$ cat config.mk
export PLATFORM = sky130hd
export DESIGN_NAME = apb_mem_slave_ws
export DESIGN_NICKNAME = d
export VERILOG_FILES = /design/src/rtl/apb_pkg.sv /design/src/rtl/apb_byte_mem.sv /design/src/rtl/apb_mem_slave_ws.sv
export SDC_FILE = /design/constraint.sdc
export NUM_CORES = 1
export LEC_CHECK = 0
export BUFFER_PORTS_ARGS = -buffer_cell sky130_fd_sc_hd__buf_2
export CAP_MARGIN = 20
export CORE_AREA = 2 2 214 216
export CTS_BUF_LIST = sky130_fd_sc_hd__clkbuf_2
export DETAILED_ROUTE_END_ITERATION = 10
export DIE_AREA = 0 0 216 218
export HOLD_SLACK_MARGIN = 0.02
export PLACE_DENSITY = 0.78
export SLEW_MARGIN = 25
export SYNTH_ARGS = -nofsm -noshare
export SYNTH_HDL_FRONTEND = slang
export SYNTH_HIERARCHICAL = 1
export SYNTH_SLANG_ARGS = --single-unit
export TNS_END_PERCENT = 100
$ cat constraint.sdc
create_clock -name pclk -period 8.15 [get_ports pclk]
set_input_delay 1.63 -clock pclk [delete_from_list [all_inputs] [get_ports pclk]]
set_output_delay 1.63 -clock pclk [all_outputs]
set_load 0.01 [all_outputs]
$ cat src/rtl/apb_pkg.sv
// Shared types and width helpers for the APB memory slave.
package apb_pkg;

  typedef enum logic {
    IDLE   = 1'b0,
    ACCESS = 1'b1
  } state_e;

  // Byte lanes on a data bus of width dw
  function automatic int unsigned strb_width(int unsigned dw);
    return dw / 8;
  endfunction

  // Byte-offset bits within one data word
  function automatic int unsigned offs_bits(int unsigned dw);
    return $clog2(dw / 8);
  endfunction

  // Wait counter width; at least one bit so a zero-wait build still elaborates
  function automatic int unsigned cnt_width(int unsigned wc);
    return (wc == 0) ? 1 : $clog2(wc + 1);
  endfunction

  // Widths for the default configuration (32-bit data, 2 wait states)
  localparam int unsigned DATA_WIDTH_DEF  = 32;
  localparam int unsigned WAIT_CYCLES_DEF = 2;
  localparam int unsigned STRB_WIDTH      = strb_width(DATA_WIDTH_DEF);
  localparam int unsigned OFFS_BITS       = offs_bits(DATA_WIDTH_DEF);
  localparam int unsigned CNT_WIDTH       = cnt_width(WAIT_CYCLES_DEF);

endpackage

$ cat src/rtl/apb_byte_mem.sv
// DEPTH x DATA_WIDTH word storage with per-byte write enables,
// async clear and a combinational read port sharing the word index.
module apb_byte_mem
  import apb_pkg::*;
#(
  parameter int unsigned DATA_WIDTH = 32,
  parameter int unsigned DEPTH      = 16,
  parameter int unsigned IDX_WIDTH  = 4
) (
  input  logic                              pclk,
  input  logic                              prst_n,
  input  logic                              we,
  input  logic [IDX_WIDTH-1:0]              idx,
  input  logic [strb_width(DATA_WIDTH)-1:0] be,
  input  logic [DATA_WIDTH-1:0]             wdata,
  output logic [DATA_WIDTH-1:0]             rdata
);

  localparam int unsigned LANES = strb_width(DATA_WIDTH);

  logic [DATA_WIDTH-1:0] mem [DEPTH];

  // Storage: cleared on reset, byte-lane masked update on write
  always_ff @(posedge pclk or negedge prst_n) begin
    if (!prst_n) begin
      for (int i = 0; i < int'(DEPTH); i++) begin
        mem[i] <= '0;
      end
    end else if (we) begin
      for (int b = 0; b < int'(LANES); b++) begin
        if (be[b]) begin
          mem[idx][8*b +: 8] <= wdata[8*b +: 8];
        end
      end
    end
  end

  // Combinational read of the addressed word
  assign rdata = mem[idx];

endmodule

$ cat src/rtl/apb_mem_slave_ws.sv
// APB4 memory slave with byte strobes, configurable wait states and
// error response on out-of-range or misaligned accesses.
module apb_mem_slave_ws
  import apb_pkg::*;
#(
  parameter int unsigned ADDR_WIDTH  = 8,
  parameter int unsigned DATA_WIDTH  = 32,
  parameter int unsigned DEPTH       = 16,
  parameter int unsigned WAIT_CYCLES = 2
) (
  input  logic                              pclk,
  input  logic                              prst_n,
  input  logic                              psel,
  input  logic                              penable,
  input  logic                              pwrite,
  input  logic [ADDR_WIDTH-1:0]             paddr,
  input  logic [DATA_WIDTH-1:0]             pwdata,
  input  logic [strb_width(DATA_WIDTH)-1:0] pstrb,
  output logic                              pready,
  output logic                              pslverr,
  output logic [DATA_WIDTH-1:0]             prdata
);

  localparam int unsigned OFFS_W = offs_bits(DATA_WIDTH);
  localparam int unsigned CNT_W  = cnt_width(WAIT_CYCLES);
  localparam int unsigned IDX_W  = ADDR_WIDTH - OFFS_W;
  localparam int unsigned MEM_W  = (DEPTH > 1) ? $clog2(DEPTH) : 1;

  state_e             state_q, state_d;
  logic [CNT_W-1:0]   cnt_q, cnt_d;
  logic [IDX_W-1:0]   word_idx;
  logic [MEM_W-1:0]   mem_idx;
  logic               misaligned;
  logic               illegal;
  logic               mem_we;
  logic [DATA_WIDTH-1:0] mem_rdata;

  // Address decode: word index, alignment and range checks
  assign word_idx = paddr[ADDR_WIDTH-1:OFFS_W];

  generate
    if (OFFS_W > 0) begin : g_offs
      assign misaligned = |paddr[OFFS_W-1:0];
    end else begin : g_no_offs
      assign misaligned = 1'b0;
    end
  endgenerate

  assign illegal = misaligned || ({1'b0, word_idx} >= (IDX_W+1)'(DEPTH));
  assign mem_idx = illegal ? '0 : MEM_W'(word_idx);

  // State and wait counter registers
  always_ff @(posedge pclk or negedge prst_n) begin
    if (!prst_n) begin
      state_q <= IDLE;
      cnt_q   <= '0;
    end else begin
      state_q <= state_d;
      cnt_q   <= cnt_d;
    end
  end

  // Next state, wait countdown and completion strobe
  always_comb begin
    state_d = state_q;
    cnt_d   = cnt_q;
    pready  = 1'b0;
    case (state_q)
      IDLE: begin
        if (psel && !penable) begin
          state_d = ACCESS;
          cnt_d   = CNT_W'(WAIT_CYCLES);
        end
      end
      ACCESS: begin
        if (!psel) begin
          state_d = IDLE;
        end else if (penable) begin
          if (cnt_q != '0) begin
            cnt_d = cnt_q - CNT_W'(1);
          end else begin
            pready  = 1'b1;
            state_d = IDLE;
          end
        end
      end
      default: state_d = IDLE;
    endcase
  end

  // Completion response and write enable; all zero outside a completing cycle
  assign mem_we  = pready && pwrite && !illegal;
  assign pslverr = pready && illegal;
  assign prdata  = (pready && !pwrite && !illegal) ? mem_rdata : '0;

  apb_byte_mem #(
    .DATA_WIDTH (DATA_WIDTH),
    .DEPTH      (DEPTH),
    .IDX_WIDTH  (MEM_W)
  ) u_mem (
    .pclk   (pclk),
    .prst_n (prst_n),
    .we     (mem_we),
    .idx    (mem_idx),
    .be     (pstrb),
    .wdata  (pwdata),
    .rdata  (mem_rdata)
  );

endmodule
[Yosys cells after proc, flatten, opt, wreduce, memory -nomap -nowiden]
Index checks and enable logic that the tools add are counted.
Storage, ports and cells
  register bits: 515
  bits in latches: 0
  memory bits (writable): 0
  memory bits (read-only): 0
  bits of input ports: 49
  memories: 0
Cells by class
  add/subtract/negate cells: 1
  multiply operators: 0
  div/mod/pow operators: 0
  magnitude comparators: 3
  equal/unequal tests: 4
  shift operators: 0
  mux-type cells: 38
  bitwise logic cells: 2
  reduce and logical (&&, ||, !) cells: 14
Operator list (number)
  $mux W512: 7
  $bwmux W512: 4
  $demux W32 S4: 4
  $bmux W32 S4: 1
  $mux W32: 4
  $mux W24: 1
  $mux W16: 1
  $mux W1: 8
  $mux W2: 4
  $mux W8: 1
  $logic_and A1 B1 Y1: 7
  $ge A6 B5 Y1 const B: 1
  $ne A2 B2 Y1 const B: 3
  $ge A5 B5 Y1 const B: 1
  $lt A5 B1 Y1 const B: 1
  $not A4 Y5: 1
  $mux W4: 1
  $pmux W2 S2: 1
  $reduce_and A4 Y1: 1
  $logic_not A1 Y1: 3
  $ne A2 B1 Y1 const B: 1
  $pmux W1 S2: 1
  $reduce_bool A2 Y1: 1
  $reduce_or A2 Y1: 1
  other kinds (3): 3

[Logic depth before layout (Yosys ltp)]
  depth after elaboration: 19
  mapped depth: 9

[Cells and area by module]
Netlist, hierarchy kept.
By module, submodules not included
  apb_byte_mem: instances 1, cells each 1432, area each 23875.4 um^2, sequential area each 12812.3 um^2
  apb_mem_slave_ws: instances 1, cells each 62, area each 514.2 um^2, sequential area each 75.1 um^2

[Least setup slack after synthesis]
No wires, ideal clock.
  kind: input-to-output
  from: in paddr[1]
  to: out prdata[29]
  arrival time: 3.695 ns
  data required time: 6.520 ns
  setup slack: 2.825 ns
  stages: 9
  path through: nor4_4 and2_2 buf_2 buf_2 buf_2 mux4_2 a22oi_1 nand2_1 and2_2
Between the ends
  longest elaborated chain between the ends: 8
  elaborated cells on any way between the ends: 10
  those cells by class: mux: 5; bitwise: 1; reduce/logical: 4
Ends and longest elaborated chain
  from (decl): RTL line apb_mem_slave_ws.sv:16  | input logic [ADDR_WIDTH-1:0] paddr,
  $reduce_or A2 Y1: RTL line apb_mem_slave_ws.sv:43  | assign misaligned = |paddr[OFFS_W-1:0];
  $logic_or A1 B1 Y1: RTL line apb_mem_slave_ws.sv:49  | assign illegal = misaligned || ({1'b0, word_idx} >= (IDX_W+1)'(DEPTH));
  $mux W4: RTL line apb_mem_slave_ws.sv:50  | assign mem_idx = illegal ? '0 : MEM_W'(word_idx);
  net mem_idx[0]: RTL line apb_mem_slave_ws.sv:32  | logic [MEM_W-1:0] mem_idx;
  $not A4 Y5 (not written as such): RTL line apb_byte_mem.sv:39  | assign rdata = mem[idx];
  $bmux W32 S4: RTL line apb_byte_mem.sv:39
  $mux W32 (not written as such) (2 in series): RTL line apb_byte_mem.sv:39
  net mem_rdata[29]: RTL line apb_mem_slave_ws.sv:36  | logic [DATA_WIDTH-1:0] mem_rdata;
  $mux W32: RTL line apb_mem_slave_ws.sv:94  | assign prdata = (pready && !pwrite && !illegal) ? mem_rdata : '0;
  to (decl): RTL line apb_mem_slave_ws.sv:21  | output logic [DATA_WIDTH-1:0] prdata
The timed path passes the listed nets, and every way through them passes these cells. The select of a mux whose other input is x is not followed.

[Worst setup path after layout]
  from: in paddr[1]
  to: out prdata[25]
The elaborated chain is that of the path after synthesis.

==> out/results.tsv <==
stage	metric	value	unit
global_routing	grt_busiest_layer	met2	
drt	routedWlPerCell	22.7	um
placed_design	place_area	25300	um2
drt	vias	13700	
clocking	post_cts_resized	0	
sta	worst_slew_pin_slew	1.07	ns
drt	drt_iter0_drc	830	
floorplanning	dieArea	47100	um2
drt	routed_via_density	5.91	
worst_setup_path	crit_path_start_kind	input port	
sta	fin_crit	6.39	ns
power_and_ir_drop	leakagePower	13.8	nW
layout	fin_nets	1684	
floorplanning	io_pins	83	
global_routing	grt_pass1_wl	83800	um
global_routing	use_met2	0.368	
yosys	synth_edf_count	0	
sta	relSlewSlack	0.289	
sta	worst_slack	1.76	ns
worst_setup_path	cp-end-kind	output port	
global_routing	grt-ovfl-total	0	
power_and_ir_drop	power_density	168	nW/um2
drt	routed_wl	52700	um
sta	fmax	156	MHz
floorplanning	fp.dieH	218	um
clocking	cts_setup_buffers	0	
yosys	synth_common_cells	515 x dfrtp_1, 497 x mux2_2, 128 x mux4_2	
outcome	outcome	finished clean	
sta	finalSetupViolations	0	
layout	areaGrowthSynthToFinish	8.71	%
placed_design	place.gp.congestion	0.776	
power_and_ir_drop	power	4.45	mW
layout	finalCoreUtilization	0.591	
sta	rsz0062_at_grt	false	
yosys	synth.most_common_cell	dfrtp_1	
global_routing	grt_usage	0.233	
worst_setup_path	crit_fanout	34	
global_routing	global_route.usage.met1	0.314	
drt	postRouteAntennaNets	0	
yosys	yosysTopAreaCellShare	0.528	
floorplanning	start_util	0.543	
sta	period_share	0.784	
placed_design	port_buffers	82	
sta	finalHoldViolCount	0	
yosys	yosys.cell_types.count	42	
worst_setup_path	cp.required	6.52	ns
clocking	clockBufferDepth	3	
drt	dr.pass1.iters	7	
floorplanning	rows	78	
sta	tns	0	ns
clocking	htree_levels	4	
yosys	yosysTopAreaCell	dfrtp_1	
worst_hold_path	hp-class	input port to asynchronous set/reset pin	
floorplanning	die_w	216	um
global_routing	grt_use_met3	0.0562	
global_routing	grt_pass1_vias	14800	
drt	drc	0	
clocking	hold_buffers	0	
layout	drive_gt1_frac	0.610	
layout	fin_area	26500	um2
yosys	syn_area	24400	um2
layout	filler_cell_count	3547	
yosys	syn_avg_cell_area	16.3	um2
yosys	async_flop_share	1.00	
worst_setup_path	arrival	4.76	ns
placed_design	dp_slack	1.71	ns
yosys	synth_flop_cell	dfrtp_1	
global_routing	grt_max_degree	201	
sta	skew	0.0759	ns
clocking	clock-root-buffer	clkbuf_2	
yosys	synth_nets	1544	
yosys	ys_ff_latch	515	
power_and_ir_drop	vdd.ir_drop.worst	0.0000768	V
clocking	cts_sinks	515	
sta	drv_slew	0	
yosys	syn_inst	1494	
clocking	cts_tree	done	
clocking	numCtsBuffers	131	
clocking	clkLatencyLatePin	1.12	ns
worst_setup_path	worst-setup-path-type	input port to output port	
flow_run	max_cap_viol_count	0	
global_routing	antenna_found_initial	3	
floorplanning	coreArea	44900	um2
yosys	yosysSeqAreaShare	0.528	
placed_design	dp_hpwl	32900	um
clocking	clk_pin_slew_worst_paths	0.10	ns
yosys	synth_area_leaders	dfrtp_1 53%, mux2_2 23%, mux4_2 12%	
yosys	ys.warnings.count	6	
worst paths after layout:
| path | slack (ns) | depth (start not counted) | start | end |
|---|---|---|---|---|
| min reg2reg | 0.50 | 1 | u_mem/mem[101] | u_mem/mem[101] |
| min | 0.46 | 1 | prst_n | u_mem/mem[279] |
| max in group asynchronous | 5.85 | 4 | prst_n | u_mem/mem[256] |
| min in group pclk | 0.50 | 1 | u_mem/mem[101] | u_mem/mem[101] |
| max | 1.76 | 9 | paddr[1] | prdata[25] |
| max reg2reg | 4.59 | 8 | cnt_q[0] | u_mem/mem[419] |
area by class of cell:
type | instances | area (um2) | share of cell area
sequential | 515 | 12900 | 0.486
multi-input combinational | 883 | 11100 | 0.417
inverter | 3 | 11.3 | 0.000425
clock buffer | 186 | 931 | 0.0351
timing repair buffer | 100 | 658 | 0.0248
tap | 600 | 751 | 0.0283
antenna | 2 | 5.00 | 0.000189
clock inverter | 35 | 218 | 0.00821
critical path, stage by stage:
cell and delay [ns]:
buf_2 0.17, nor4_4 0.46, and2_4 0.68, buf_4 0.52, mux4_2 0.57, a22oi_1 0.27, nand2_1 0.12, and2_2 0.17
buf_2 0.13
registers in the layout, summed over array words and instances (netlist names):
| register | cells |
|---|---|
| state_q | 1 |
| u_mem/mem | 512 |
| cnt_q | 2 |
cells in the final DEF, fill, tap and decap left out, drive strengths merged:
| master | n |
|---|---|
| clkinv | 24 |
| buf | 100 |
| inv | 10 |
| dfrtp | 515 |
| and2 | 37 |
| mux4 | 128 |
| o21ai | 2 |
| nor3b | 1 |
| nand4 | 5 |
| nand4b | 8 |
| nor4bb | 4 |
| nand3 | 3 |
| nand2b | 6 |
| nor2b | 4 |
| diode | 2 |
| nand2 | 48 |
| or2 | 1 |
| a2bb2oi | 1 |
| nor3 | 3 |
| ha | 1 |
| a22oi | 64 |
| bufinv | 3 |
| nor4 | 1 |
| a21boi | 2 |
| nor2 | 48 |
| o22ai | 1 |
| clkinvlp | 1 |
| and4bb | 1 |
| mux2 | 512 |
| clkbuf | 186 |
| and2b | 1 |
| and3 | 1 |
metal layers:
layer	wire length (um)	vias up
li1	-	5959
met1	22600	7315
met2	25500	351
met3	3200	99
met4	1360	2
met5	10	-
report_power, final:
group | leakage [nW] | switching (mW) | internal (mW)
combinational | 5.77 | 0.128 | 0.0444
clock | 0.890 | 1.01 | 0.704
sequential | 7.19 | 0.00517 | 2.56
total | 13.8 | 1.14 | 3.31
logic make-up after synthesis:
| group | synth area share |
|---|---|
| mux | 0.356 |
| flops | 0.528 |
| simple gates | 0.0742 |
| buf+inv | 0.0198 |
| compound gates | 0.0213 |
| fa+ha+maj | 0.000513 |
stage by stage:
stage               hold slack (ns)  cells
floorplan                     0.452   1494
global placement              0.462   2098
detailed placement            0.477   2099
CTS                           0.498   2320
global route                  0.398   2324
finish                        0.464   2324
(Power assumes the default switching activity.)
